`src/rtl/ccff_chain_loader.sv`:
```
// Serial configuration-chain loader for an OpenFPGA tile column.
//
// Accepts bitstream words over a valid/ready handshake and shifts them MSB-first
// onto the configuration chain. The chain clock gate is enabled only on real
// data bits. Exactly CHAIN_LEN bits are shifted, then cfg_done is raised.
//
// Ports:
//   prog_clk, prog_reset       configuration clock, async active-high reset
//   start                      pulse: begin a load (sampled in IDLE/DONE)
//   abort                      terminate the load in progress
//   word_valid/word_data       bitstream word in; bit [WORD_W-1] goes first
//   word_ready                 word accepted this cycle (combinational)
//   ccff_head, ccff_shift_en   registered serial data and chain shift enable
//   ccff_tail, tail_bit        chain output, captured on the final shift
//   cfg_done, busy, aborted    status flags
module ccff_chain_loader #(
    parameter int unsigned CHAIN_LEN = 64,
    parameter int unsigned WORD_W    = 8
) (
    input  logic              prog_clk,
    input  logic              prog_reset,
    input  logic              start,
    input  logic              abort,
    input  logic              word_valid,
    input  logic [WORD_W-1:0] word_data,
    output logic              word_ready,
    output logic              ccff_head,
    output logic              ccff_shift_en,
    input  logic              ccff_tail,
    output logic              tail_bit,
    output logic              cfg_done,
    output logic              busy,
    output logic              aborted
);

    localparam int unsigned CNT_W     = $clog2(CHAIN_LEN + 1);
    localparam int unsigned BUF_CNT_W = $clog2(WORD_W + 1);
    localparam int unsigned CMP_W     = (CNT_W > BUF_CNT_W) ? CNT_W : BUF_CNT_W;

    typedef enum logic [1:0] {StIdle, StLoad, StDone} state_e;

    state_e               state_q, state_d;
    logic [CNT_W-1:0]     bits_left_q, bits_left_d;
    logic [WORD_W-1:0]    buf_q, buf_d;
    logic [BUF_CNT_W-1:0] buf_cnt_q, buf_cnt_d;
    logic                 head_q, head_d;
    logic                 shift_en_q, shift_en_d;
    logic                 last_q, last_d;     // current shift carries the final bit
    logic                 tail_q, tail_d;
    logic                 done_q, done_d;
    logic                 aborted_q, aborted_d;
    logic                 busy_q, busy_d;

    logic buf_empty;
    logic accept;
    logic emit;

    always_comb begin
        state_d     = state_q;
        bits_left_d = bits_left_q;
        buf_d       = buf_q;
        buf_cnt_d   = buf_cnt_q;
        head_d      = head_q;
        shift_en_d  = 1'b0;
        last_d      = 1'b0;
        done_d      = done_q;
        aborted_d   = aborted_q;
        busy_d      = busy_q;
        word_ready  = 1'b0;
        accept      = 1'b0;
        emit        = 1'b0;
        buf_empty   = (buf_cnt_q == '0);
        // The chain presents its tail while the final bit is being shifted in.
        tail_d      = last_q ? ccff_tail : tail_q;

        unique case (state_q)
            StIdle, StDone: begin
                if (state_q == StDone) begin
                    done_d = 1'b1;
                end
                if (start) begin
                    state_d     = StLoad;
                    bits_left_d = CNT_W'(CHAIN_LEN);
                    buf_d       = '0;
                    buf_cnt_d   = '0;
                    done_d      = 1'b0;
                    aborted_d   = 1'b0;
                    tail_d      = 1'b0;
                    busy_d      = 1'b1;
                end
            end
            StLoad: begin
                if (abort) begin
                    state_d     = StIdle;
                    aborted_d   = 1'b1;
                    busy_d      = 1'b0;
                    bits_left_d = '0;
                    buf_d       = '0;
                    buf_cnt_d   = '0;
                end else begin
                    // Refill on empty, or while the last buffered bit goes out, but never
                    // request a word once the buffer already covers the remaining bits.
                    word_ready = (buf_empty || (buf_cnt_q == BUF_CNT_W'(1)))
                                 && (CMP_W'(bits_left_q) > CMP_W'(buf_cnt_q));
                    accept     = word_valid && word_ready;
                    emit       = !buf_empty || accept;

                    if (!buf_empty) begin
                        head_d    = buf_q[WORD_W-1];
                        buf_d     = buf_q << 1;
                        buf_cnt_d = buf_cnt_q - BUF_CNT_W'(1);
                    end else if (accept) begin
                        // Bypass: first bit of a word into an empty buffer goes out at once.
                        head_d    = word_data[WORD_W-1];
                        buf_d     = word_data << 1;
                        buf_cnt_d = BUF_CNT_W'(WORD_W - 1);
                    end
                    if (!buf_empty && accept) begin
                        buf_d     = word_data;
                        buf_cnt_d = BUF_CNT_W'(WORD_W);
                    end

                    if (emit) begin
                        shift_en_d  = 1'b1;
                        bits_left_d = bits_left_q - CNT_W'(1);
                        if (bits_left_q == CNT_W'(1)) begin
                            // Leftover low bits of a partial final word are dropped.
                            state_d   = StDone;
                            busy_d    = 1'b0;
                            last_d    = 1'b1;
                            buf_d     = '0;
                            buf_cnt_d = '0;
                        end
                    end
                end
            end
            default: begin
                state_d = StIdle;
            end
        endcase
    end

    always_ff @(posedge prog_clk or posedge prog_reset) begin
        if (prog_reset) begin
            state_q     <= StIdle;
            bits_left_q <= '0;
            buf_q       <= '0;
            buf_cnt_q   <= '0;
            head_q      <= 1'b0;
            shift_en_q  <= 1'b0;
            last_q      <= 1'b0;
            tail_q      <= 1'b0;
            done_q      <= 1'b0;
            aborted_q   <= 1'b0;
            busy_q      <= 1'b0;
        end else begin
            state_q     <= state_d;
            bits_left_q <= bits_left_d;
            buf_q       <= buf_d;
            buf_cnt_q   <= buf_cnt_d;
            head_q      <= head_d;
            shift_en_q  <= shift_en_d;
            last_q      <= last_d;
            tail_q      <= tail_d;
            done_q      <= done_d;
            aborted_q   <= aborted_d;
            busy_q      <= busy_d;
        end
    end

    assign ccff_head     = head_q;
    assign ccff_shift_en = shift_en_q;
    assign tail_bit      = tail_q;
    assign cfg_done      = done_q;
    assign busy          = busy_q;
    assign aborted       = aborted_q;

endmodule

```
`config.mk`:
```
export PLATFORM = sky130hd
export DESIGN_NAME = ccff_chain_loader
export DESIGN_NICKNAME = d
export VERILOG_FILES = /design/src/rtl/ccff_chain_loader.sv
export SDC_FILE = /design/constraint.sdc
export NUM_CORES = 1
export LEC_CHECK = 0
export CORE_ASPECT_RATIO = 0.5
export CORE_MARGIN = 3
export CORE_UTILIZATION = 50
export CTS_BUF_LIST = sky130_fd_sc_hd__clkbuf_8
export DETAILED_ROUTE_END_ITERATION = 16
export PLACE_DENSITY = 0.76
export SYNTH_ARGS = -nofsm -noshare
export SYNTH_HDL_FRONTEND = slang
export SYNTH_SLANG_ARGS = --single-unit
```
`constraint.sdc`:
```
create_clock -name prog_clk -period 2.05 [get_ports prog_clk]
set_input_delay 0.41 -clock prog_clk [delete_from_list [all_inputs] [get_ports prog_clk]]
set_output_delay 0.41 -clock prog_clk [all_outputs]
set_load 0.005 [all_outputs]
```
==> impl_metrics.py <==
metrics = {
    "sta": {
        "fmaxAchievable_mhz": 407,
        "worst_pin_slew_ns": 0.845,
        "finClkSkew_ns": 0.00387,
        "grt_setup_unrepaired": "true",
        "maxSlewViolCount": 0,
        "min_period_over_period": 1.20,
        "maxSlewHeadroom": 0.435,
        "setup_tns_ns": -7.48,
        "hold_viol": 0,
        "worst_slack_ns": -0.408,
        "fin_crit_ns": 2.46,
        "setup_viol": 26,
    },
    "clock_tree": {
        "cts_made_buffers": 3,
        "cts_tree": "built",
        "htreeDepth": 1,
        "clkLatencyLatePin_ns": 0.29,
        "clock_sinks": 28,
        "cts_hold_buf": 0,
        "cts_buffer_depth": 2,
        "path_clk_slew_ns": 0.11,
        "cts-root-buf": "clkbuf_8",
    },
    "setup_path": {
        "path_depth": 11,
        "reg2reg_slack_ns": -0.41,
        "critPathTopFamily": "compound AO/OA/AOI/OAI gates",
        "crit_type": "flop to flop",
        "cp_num_buf_inv": 4,
        "crit_path_start_kind": "flop",
        "reg2reg_from": "buf_cnt_q[1]",
        "worstPathMaxFanout": 5,
        "critPathArrivalTime_ns": 2.67,
        "crit_slowest_cell": "dfrtp_1",
        "cp_common_cell": "buf_6",
        "endpoint_kind": "flop",
        "critical_path.max_stage_delay_ns": 0.43,
        "path_cells": "inv_2, ha_4, and4b_1, a211oi_4, buf_4, o21ai_4, buf_6, buf_6, or2_4, o31a_1, o21ai_1",
        "reg2reg_depth": 11,
        "rr_endpoint": "buf_cnt_q[2]",
        "required_ns": 2.26,
    },
    "drt": {
        "ant_nets": 0,
        "wl_um": 6070,
        "dr.pass1.iters": 4,
        "drt_iter0_drc": 92,
        "viasPerCell": 6.74,
        "wire_per_inst_um": 22.9,
        "drc": 0,
        "dr_total_vias": 1786,
    },
    "synth": {
        "synth_cells": 159,
        "synthFlopType": "dfrtp_1",
        "synthSimpleGateAreaFrac": 0.162,
        "synth_top_family_by_area": "compound AO/OA/AOI/OAI gates",
        "synth_compound_area_frac": 0.214,
        "yosysSeqAreaShare": 0.409,
        "synth.avg_cell_area_um2": 10.8,
        "synth_top_area_frac": 0.409,
        "syn_nets": 182,
        "synth_fa_ha_area_frac": 0.0658,
        "syn_area_mm2": 0.00171,
        "yosysTopAreaCell": "dfrtp_1",
        "synth_area_leaders": "dfrtp_1, ha_1, mux4_2",
        "yosysWarnings": 0,
        "ys_types": 47,
        "ys_seq_elements": 28,
        "ys_async_sr_fraction": 1.00,
        "yosys-mux-area-fraction": 0.102,
        "synth-xor-area-share": 0,
        "synth-edff-count": 0,
    },
    "power_and_ir_drop": {
        "ir_drop_mv": 0.769,
        "finalPower_uw": 5500,
        "cellLeakagePower_uw": 0.00116,
        "p_int_uw": 3110,
        "p_sw_frac": 0.435,
        "power_frac_seq": 0.173,
        "combPwrFrac": 0.742,
        "switchingPower_uw": 2400,
        "power.density_mw_per_mm2": 2130,
        "power.clock.fraction": 0.085,
    },
    "die": {
        "die_h_um": 47.4,
        "ios": 21,
        "design.die.area_mm2": 0.00420,
        "core_mm2": 0.00314,
        "rows": 14,
        "start_util": 0.546,
        "dieWidth_um": 88.7,
    },
    "global_routing": {
        "grt_usage": 0.260,
        "grt_max_degree": 29,
        "grt_antenna_before_repair": 0,
        "grt_pass1_wl_um": 8020,
        "overflow": 0,
        "grt_pass1_vias": 1621,
    },
    "worst_hold_path": {
        "holdPathStages": 2,
        "min-delay-start": "cfg_done",
        "hold_path.class": "flop to flop",
        "whs_endpoint": "cfg_done",
    },
    "flow_run": {
        "maxCapViolCount": 0,
    },
    "placement": {
        "dp_slack_ns": -0.240,
        "io_buffer_count": 20,
        "place_area_mm2": 0.00222,
        "dpl.hpwl_um": 3430,
        "place_congestion": 0.867,
    },
    "finish": {
        "stdcell_area_mm2": 0.00258,
        "antenna_cells": 0,
        "final_util": 0.822,
        "area_growth_syn_to_layout_pct": 50.5,
        "fin_nets": 249,
        "drive_above_1_share": 0.431,
    },
    "run_status": {
        "status": "finished with violations",
        "violations": "setup timing",
    },
}
-- layout make-up --
class,instances,area (um^2)
multi-input cells,113,1110
flip-flops and latches,28,701
repair buffers,67,594
fillers,158,559
well taps,40,50.0
inverters,13,48.8
clock buffers,3,41.3
clock inverters,1,30.0
-- metrics by stage --
| stage | hold WS [ns] | std cells |
|---|---|---|
| 2_1_floorplan | 0.468 | 159 |
| 3_3_place_gp | 0.478 | 249 |
| 3_5_place_dp | 0.482 | 249 |
| 4_1_cts | 0.506 | 259 |
| 5_1_grt | 0.548 | 265 |
| 6_report | 0.499 | 265 |
-- sequential cells by signal, summed over array words and instances (netlist names) --
name           flops
bits_left_q        7
tail_bit           1
ccff_head          1
last_q             1
buf_q              8
cfg_done           1
buf_cnt_q          4
busy               1
state_q            2
aborted            1
ccff_shift_en      1
-- worst min-delay path, stage by stage, from the launching register on --
cell and delay, ns:
dfrtp_1 0.36, a21oi_1 0.04, nor2_1 0.07
-- cell families after synthesis --
logic type / after synthesis
buffers and inverters: 19
muxes: 8
DFF: 28
and+or+nand+nor: 47
AOI/OAI and AO/OA: 48
adders and majority gates: 9
-- routing by layer --
layer	vias to the layer above	wire length [um]	global-route usage
met3	46	511	0.0595
met2	148	2850	0.468
li1	730	-	-
met4	0	373	0.0602
met5	-	0	0
met1	862	2330	0.327
-- cell usage in the layout, fill, tap and decap left out, types with 3 or more instances in the layout --
master and n:
ha_4 3, dfrtp_1 28, inv_1 8, a22o_1 10, o21ai_2 3, nand2_1 6
ha_1 6, buf_4 37, nor3_1 3, o21ai_0 3, a21oi_1 6, o21ai_4 3
mux4_2 7, nor2_1 12, buf_6 9, clkbuf_8 3, clkdlybuf4s50_1 19, o21ai_1 4
inv_2 5
-- power groups by stage --
| stage | clock [uW] | combinational (uW) | sequential (uW) |
|---|---|---|---|
| final | 468 | 4080 | 954 |
| after global routing | 491 | 4310 | 976 |
| after CTS | 467 | 3300 | 927 |
| after detailed placement | 0 | 2760 | 926 |
| after global placement | 0 | 2610 | 913 |
| after floorplan | 0 | 1760 | 914 |
-- what timing repair did --
action	CTS	global route
setup buffers	5	6
resized for setup	25	28
cloned	1	1
setup endpoints to repair	22	26
pin swaps	15	9
-- how the worst max path moves through the flow --
stage	slack, ns	to	startpoint
finish	-0.41	buf_cnt_q[2]	buf_cnt_q[1]
detailed placement	-0.24	bits_left_q[5]	word_valid
global placement	-0.18	buf_q[1]	word_valid
floorplan	-0.03	buf_q[6]	bits_left_q[0]
CTS	-0.26	bits_left_q[5]	buf_cnt_q[1]
global route	-0.48	buf_cnt_q[2]	buf_cnt_q[1]
-- cell usage after synthesis, types with 2 or more instances --
library cell  count
inv_1            13
o31ai_1           4
nand2b_1          3
o21ai_1           4
mux4_2            5
nor2_1           13
a22o_1           10
nor3_1            3
ha_1              9
nand3_1           2
nor2b_1           2
nand2_1           9
mux4_1            2
dfrtp_1          28
a21oi_1           8
clkbuf_1          4
nor4_1            2
o21ai_0           8
or3_1             2
Power figures use the tool's default switching activity.
